$ cat src/rtl/alu_serial_sequencer.sv
// Bit-serial ALU controller: one 1-bit ALU slice is stepped WIDTH times, LSB first,
// then the set-less-than fixup and flags are applied in a single DONE cycle.
module alu_serial_sequencer #(
   parameter int WIDTH = 32
) (
   input  logic             clk,
   input  logic             rst_n,
   input  logic             start,
   input  logic [2:0]       command,
   input  logic [WIDTH-1:0] a,
   input  logic [WIDTH-1:0] b,
   output logic             busy,
   output logic             done,
   output logic [WIDTH-1:0] result,
   output logic             carryout,
   output logic             overflow,
   output logic             zero
);

   localparam int CW = $clog2(WIDTH);
   localparam logic [CW-1:0] LAST_BIT = CW'(WIDTH - 1);

   localparam logic [1:0] S_IDLE = 2'd0;
   localparam logic [1:0] S_RUN  = 2'd1;
   localparam logic [1:0] S_DONE = 2'd2;

   localparam logic [2:0] CMD_ADD  = 3'b000;
   localparam logic [2:0] CMD_SUB  = 3'b001;
   localparam logic [2:0] CMD_XOR  = 3'b010;
   localparam logic [2:0] CMD_SLT  = 3'b011;
   localparam logic [2:0] CMD_AND  = 3'b100;
   localparam logic [2:0] CMD_NAND = 3'b101;
   localparam logic [2:0] CMD_NOR  = 3'b110;
   localparam logic [2:0] CMD_OR   = 3'b111;

   logic [1:0]       state_q, state_d;
   logic [CW-1:0]    cnt_q, cnt_d;
   logic [2:0]       cmd_q, cmd_d;
   logic [WIDTH-1:0] a_sr_q, a_sr_d, b_sr_q, b_sr_d, res_sr_q, res_sr_d;
   logic             carry_q, carry_d, zchain_q, zchain_d;
   logic             cmsb_q, cmsb_d, sign_q, sign_d;
   logic             busy_q, busy_d, done_q, done_d;
   logic [WIDTH-1:0] result_q, result_d;
   logic             carryout_q, carryout_d, overflow_q, overflow_d, zero_q, zero_d;

   logic slice_invtb, slice_a, slice_b, slice_bb, slice_sum, slice_cout, slice_res, slice_zout;
   logic ovf_raw, slt_bit;

   // One-bit ALU slice operating on the current LSB of the operand shift registers.
   always_comb begin
      slice_invtb = (cmd_q == CMD_SUB) || (cmd_q == CMD_SLT);
      slice_a     = a_sr_q[0];
      slice_b     = b_sr_q[0];
      slice_bb    = slice_b ^ slice_invtb;
      slice_sum   = slice_a ^ slice_bb ^ carry_q;
      slice_cout  = (slice_a & slice_bb) | (carry_q & (slice_a ^ slice_bb));
      case (cmd_q)
         CMD_XOR:  slice_res = slice_a ^ slice_b;
         CMD_AND:  slice_res = slice_a & slice_b;
         CMD_NAND: slice_res = ~(slice_a & slice_b);
         CMD_NOR:  slice_res = ~(slice_a | slice_b);
         CMD_OR:   slice_res = slice_a | slice_b;
         default:  slice_res = slice_sum;
      endcase
      slice_zout = zchain_q | slice_res;
   end

   assign ovf_raw = cmsb_q ^ carry_q;
   assign slt_bit = sign_q ^ ovf_raw;

   always_comb begin
      state_d    = state_q;
      cnt_d      = cnt_q;
      cmd_d      = cmd_q;
      a_sr_d     = a_sr_q;
      b_sr_d     = b_sr_q;
      res_sr_d   = res_sr_q;
      carry_d    = carry_q;
      zchain_d   = zchain_q;
      cmsb_d     = cmsb_q;
      sign_d     = sign_q;
      busy_d     = busy_q;
      done_d     = 1'b0;
      result_d   = result_q;
      carryout_d = carryout_q;
      overflow_d = overflow_q;
      zero_d     = zero_q;
      case (state_q)
         S_IDLE: begin
            if (start) begin
               a_sr_d   = a;
               b_sr_d   = b;
               cmd_d    = command;
               cnt_d    = '0;
               carry_d  = (command == CMD_SUB) || (command == CMD_SLT);
               zchain_d = 1'b0;
               busy_d   = 1'b1;
               state_d  = S_RUN;
            end
         end
         S_RUN: begin
            a_sr_d   = a_sr_q >> 1;
            b_sr_d   = b_sr_q >> 1;
            res_sr_d = {slice_res, res_sr_q[WIDTH-1:1]};
            carry_d  = slice_cout;
            zchain_d = slice_zout;
            if (cnt_q == LAST_BIT) begin
               cmsb_d  = carry_q;
               sign_d  = slice_res;
               state_d = S_DONE;
            end else begin
               cnt_d = cnt_q + 1'b1;
            end
         end
         S_DONE: begin
            done_d  = 1'b1;
            busy_d  = 1'b0;
            state_d = S_IDLE;
            if (cmd_q == CMD_ADD || cmd_q == CMD_SUB) begin
               result_d   = res_sr_q;
               carryout_d = carry_q;
               overflow_d = ovf_raw;
               zero_d     = ~zchain_q;
            end else if (cmd_q == CMD_SLT) begin
               result_d   = {{(WIDTH-1){1'b0}}, slt_bit};
               carryout_d = 1'b0;
               overflow_d = 1'b0;
               zero_d     = ~slt_bit;
            end else begin
               result_d   = res_sr_q;
               carryout_d = 1'b0;
               overflow_d = 1'b0;
               zero_d     = ~zchain_q;
            end
         end
         default: state_d = S_IDLE;
      endcase
   end

   always_ff @(posedge clk or negedge rst_n) begin
      if (!rst_n) begin
         state_q    <= S_IDLE;
         cnt_q      <= '0;
         cmd_q      <= '0;
         a_sr_q     <= '0;
         b_sr_q     <= '0;
         res_sr_q   <= '0;
         carry_q    <= 1'b0;
         zchain_q   <= 1'b0;
         cmsb_q     <= 1'b0;
         sign_q     <= 1'b0;
         busy_q     <= 1'b0;
         done_q     <= 1'b0;
         result_q   <= '0;
         carryout_q <= 1'b0;
         overflow_q <= 1'b0;
         zero_q     <= 1'b0;
      end else begin
         state_q    <= state_d;
         cnt_q      <= cnt_d;
         cmd_q      <= cmd_d;
         a_sr_q     <= a_sr_d;
         b_sr_q     <= b_sr_d;
         res_sr_q   <= res_sr_d;
         carry_q    <= carry_d;
         zchain_q   <= zchain_d;
         cmsb_q     <= cmsb_d;
         sign_q     <= sign_d;
         busy_q     <= busy_d;
         done_q     <= done_d;
         result_q   <= result_d;
         carryout_q <= carryout_d;
         overflow_q <= overflow_d;
         zero_q     <= zero_d;
      end
   end

   assign busy     = busy_q;
   assign done     = done_q;
   assign result   = result_q;
   assign carryout = carryout_q;
   assign overflow = overflow_q;
   assign zero     = zero_q;

endmodule

$ cat config.mk
export PLATFORM = sky130hd
export DESIGN_NAME = alu_serial_sequencer
export DESIGN_NICKNAME = d
export VERILOG_FILES = /design/src/rtl/alu_serial_sequencer.sv
export SDC_FILE = /design/constraint.sdc
export NUM_CORES = 1
export LEC_CHECK = 0
export CAP_MARGIN = 20
export CORE_ASPECT_RATIO = 0.7
export CORE_MARGIN = 2
export CORE_UTILIZATION = 40
export CTS_CLUSTER_DIAMETER = 30
export CTS_CLUSTER_SIZE = 28
export DETAILED_ROUTE_END_ITERATION = 7
export SLEW_MARGIN = 20
export SYNTH_ARGS = -nofsm -noshare
export SYNTH_HDL_FRONTEND = slang
export SYNTH_SLANG_ARGS = --single-unit
export TNS_END_PERCENT = 5
$ cat constraint.sdc
create_clock -name clk -period 2 [get_ports clk]
set_input_delay 0.5 -clock clk [delete_from_list [all_inputs] [get_ports clk]]
set_output_delay 0.5 -clock clk [all_outputs]
set_load 0.01 [all_outputs]
==> results.yml <==
outcome:
  status: "finished clean"
route:
  drt-initial-drc-count: 304
  routed_wl_mm: 13.2
  ant_nets: 0
  via_count: 4312
  viasPerCell: 4.81
  drc_errors: 0
  wl_per_cell_um: 14.7
  firstDrtPassIters: 4
floorplanning:
  num_rows: 38
  die_h_um: 109
  start_util: 0.407
  die_w_um: 154
  io_pins: 107
  dieArea_um2: 16700
  core_region_area_um2: 15500
setup_path:
  crit_type: "reg -> out"
  crit_chain: "clkdlybuf4s50_1"
  cp-start-kind: "register"
  cp-end-kind: "output port"
  r2r_cells: 6
  r2r-start: "cnt_q[0]"
  required_ns: 1.50
  crit_path_max_incr_delay_ns: 0.56
  critPathArrivalTime_ns: 1.35
  reg2reg_slack_ns: 0.15
  cp_num_buf_inv: 1
  path_max_fanout: 2
  r2r-end: "cnt_q[2]"
  path_delay_family: "buffers and inverters"
  crit_slowest_cell: "clkdlybuf4s50_1"
synth:
  avgSynthCellArea_um2: 11.0
  yosysSeqAreaShare: 0.585
  synth_area_leaders: "dfrtp_1 (59%), mux2i_1 (11%), nand2_1 (9.6%), a22o_1 (5.3%), o21ai_1 (3.7%)"
  synth-edff-count: 0
  yosys.area.top_type: "dfrtp_1"
  ys_ff_latch: 147
  yosys.area.top_type_share: 0.585
  mappedNetlistNets: 645
  netlist_instances: 570
  synth_top_family_by_area: "compound AO/OA/AOI/OAI gates"
  ys.flop_type: "dfrtp_1"
  netlist_area_um2: 6280
  yosys_warnings: 0
  yosys.area_share.simple: 0.118
  synth-compound-area-share: 0.120
  synthMostInstantiatedCell: "nand2_1"
  synth.distinct_cells: 34
  muxShareOfSynthArea: 0.114
  synth-xor-area-share: 0.00657
  synthTopCellsByCount: "nand2_1 (160), dfrtp_1 (147), mux2i_1 (66)"
  async_flop_share: 1.00
  synthAdderAreaFrac: 0.0111
min_path:
  holdPathStages: 2
  min_from: "res_sr_q[0]"
  hold_end: "res_sr_q[0]"
  min_path_type: "reg -> reg"
placed_design:
  place.gp.congestion: 0.758
  dpl_cell_area_um2: 7650
  hpwl_mm: 8.96
  io_buffers: 106
sta:
  post-route-period-util: 0.926
  max_freq_ghz: 0.540
  slew_headroom: 0.734
  fin_skew_ns: 0.00898
  rsz0062_at_grt: "no"
  fin_crit_ns: 1.85
  drv_slew: 0
  tns_ns: 0
  setup_viol: 0
  worst_pin_slew_ns: 0.388
  hold_viol: 0
clocking:
  post-cts-setup-buffers: 0
  htree_levels: 4
  clk_pin_slew_worst_paths_ns: 0.06
  worstSkewPairLatency_ns: 0.42
  cts_buffers: 17
  cts_tree: "yes"
  clockRootBuffer: "clkbuf_16"
  cts_sinks: 147
  cts_max_path_buffers: 2
cells_and_area:
  design_area_um2: 8270
  drive_gt1_frac: 0.0977
  nets: 758
  diodes: 0
  syn2layout_area_growth_pct: 31.6
global_routing:
  grt-ovfl-total: 0
  antenna_found_initial: 0
  grt.total_usage: 0.172
  grt_pass1_vias: 4353
  grt_max_degree: 50
  grt_pass1_wl_mm: 22.5
flow_run:
  drv_cap: 0
pwr:
  ir_worst_vdd_uv: 702
  leakagePower_nw: 4.03
  p_per_area_nw_per_um2: 1440
  total_power_mw: 11.9
[final cells by class]
cell class / count / area [um2]
Clock inverter: 11 / 128
Timing Repair Buffer: 131 / 1370
Tap cell: 200 / 250
Multi-Input combinational cell: 378 / 2350
Sequential cell: 147 / 3680
Fill cell: 1296 / 7180
Inverter: 8 / 30.0
Clock buffer: 21 / 470
[cell usage in the layout (no fill, tap or decap), types with 9 or more instances in the layout]
master	Yosys	layout
mux2i_1	66	66
o21ai_0	21	21
nand2_1	160	160
clkdlybuf4s50_1	0	105
dfrtp_1	147	147
o21ai_1	46	46
buf_4	4	15
a22o_1	38	38
clkbuf_16	0	17
buf_12	0	9
[cell families after synthesis]
kind of cell,count (synthesis)
buf+inv,45
flops,147
mux,71
xor+xnor,3
compound gates,118
fa+ha+maj,5
simple gates,181
[report_power, final]
part	total (mW)	switching, mW	internal (mW)	leakage [nW]
clock	3.18	1.24	1.94	0.274
combinational	3.95	2.03	1.92	1.87
sequential	4.79	0.698	4.09	1.89
total	11.9	3.97	7.95	4.03
[registers in the layout (all words and copies together) (netlist names), 2 cells and up]
name	cells
res_sr_q	32
cnt_q	5
state_q	2
result	32
cmd_q	3
a_sr_q	32
b_sr_q	32
[how the worst max path moves through the flow]
stage                     from            to  slack, ns  cells after the start
finish              result[11]    result[11]       0.15                      1
CTS                 result[11]    result[11]       0.13                      1
floorplan             cmd_q[2]  res_sr_q[31]       0.27                      6
global placement         start      cmd_q[2]       0.06                      4
detailed placement       start      cnt_q[2]       0.04                      5
global route          cnt_q[0]      cnt_q[2]       0.07                      6
[worst reg2reg max path, delay by kind of cell (launching register included)]
kind / cells / cell delay (ns)
compound gates: 1 / 0.30
fa+ha+maj: 2 / 0.43
flops: 1 / 0.40
mux: 1 / 0.26
simple gates: 2 / 0.37
[stage by stage]
stage	cells	hold slack (ns)	setup WS, ns	util
5_1_grt	896	0.498	0.0681	0.535
4_1_cts	896	0.480	0.128	0.535
6_report	896	0.475	0.149	0.535
2_1_floorplan	570	0.204	0.267	-
3_5_place_dp	863	0.439	0.0423	0.495
3_3_place_gp	863	0.433	0.0575	0.495
[per-layer routing]
metal / global-route usage / wire, um / vias up / part of all wire
met2: 0.263 / 5920 / 92 / 0.45
li1: - / - / 2170 / -
met5: 0 / 0 / - / 0
met4: 0.0621 / 129 / 0 / 0.0098
met1: 0.237 / 6480 / 2040 / 0.49
met3: 0.0477 / 685 / 10 / 0.052
[what timing repair did]
item / 4_1_cts / 5_1_grt
gates resized for setup: 0 / 1
hold buffers: 1 / 0
endpoints found under the setup margin: 0 / 2
endpoints found under the hold margin: 32 / 0
No activity file was read; power rests on OpenSTA's default activity.
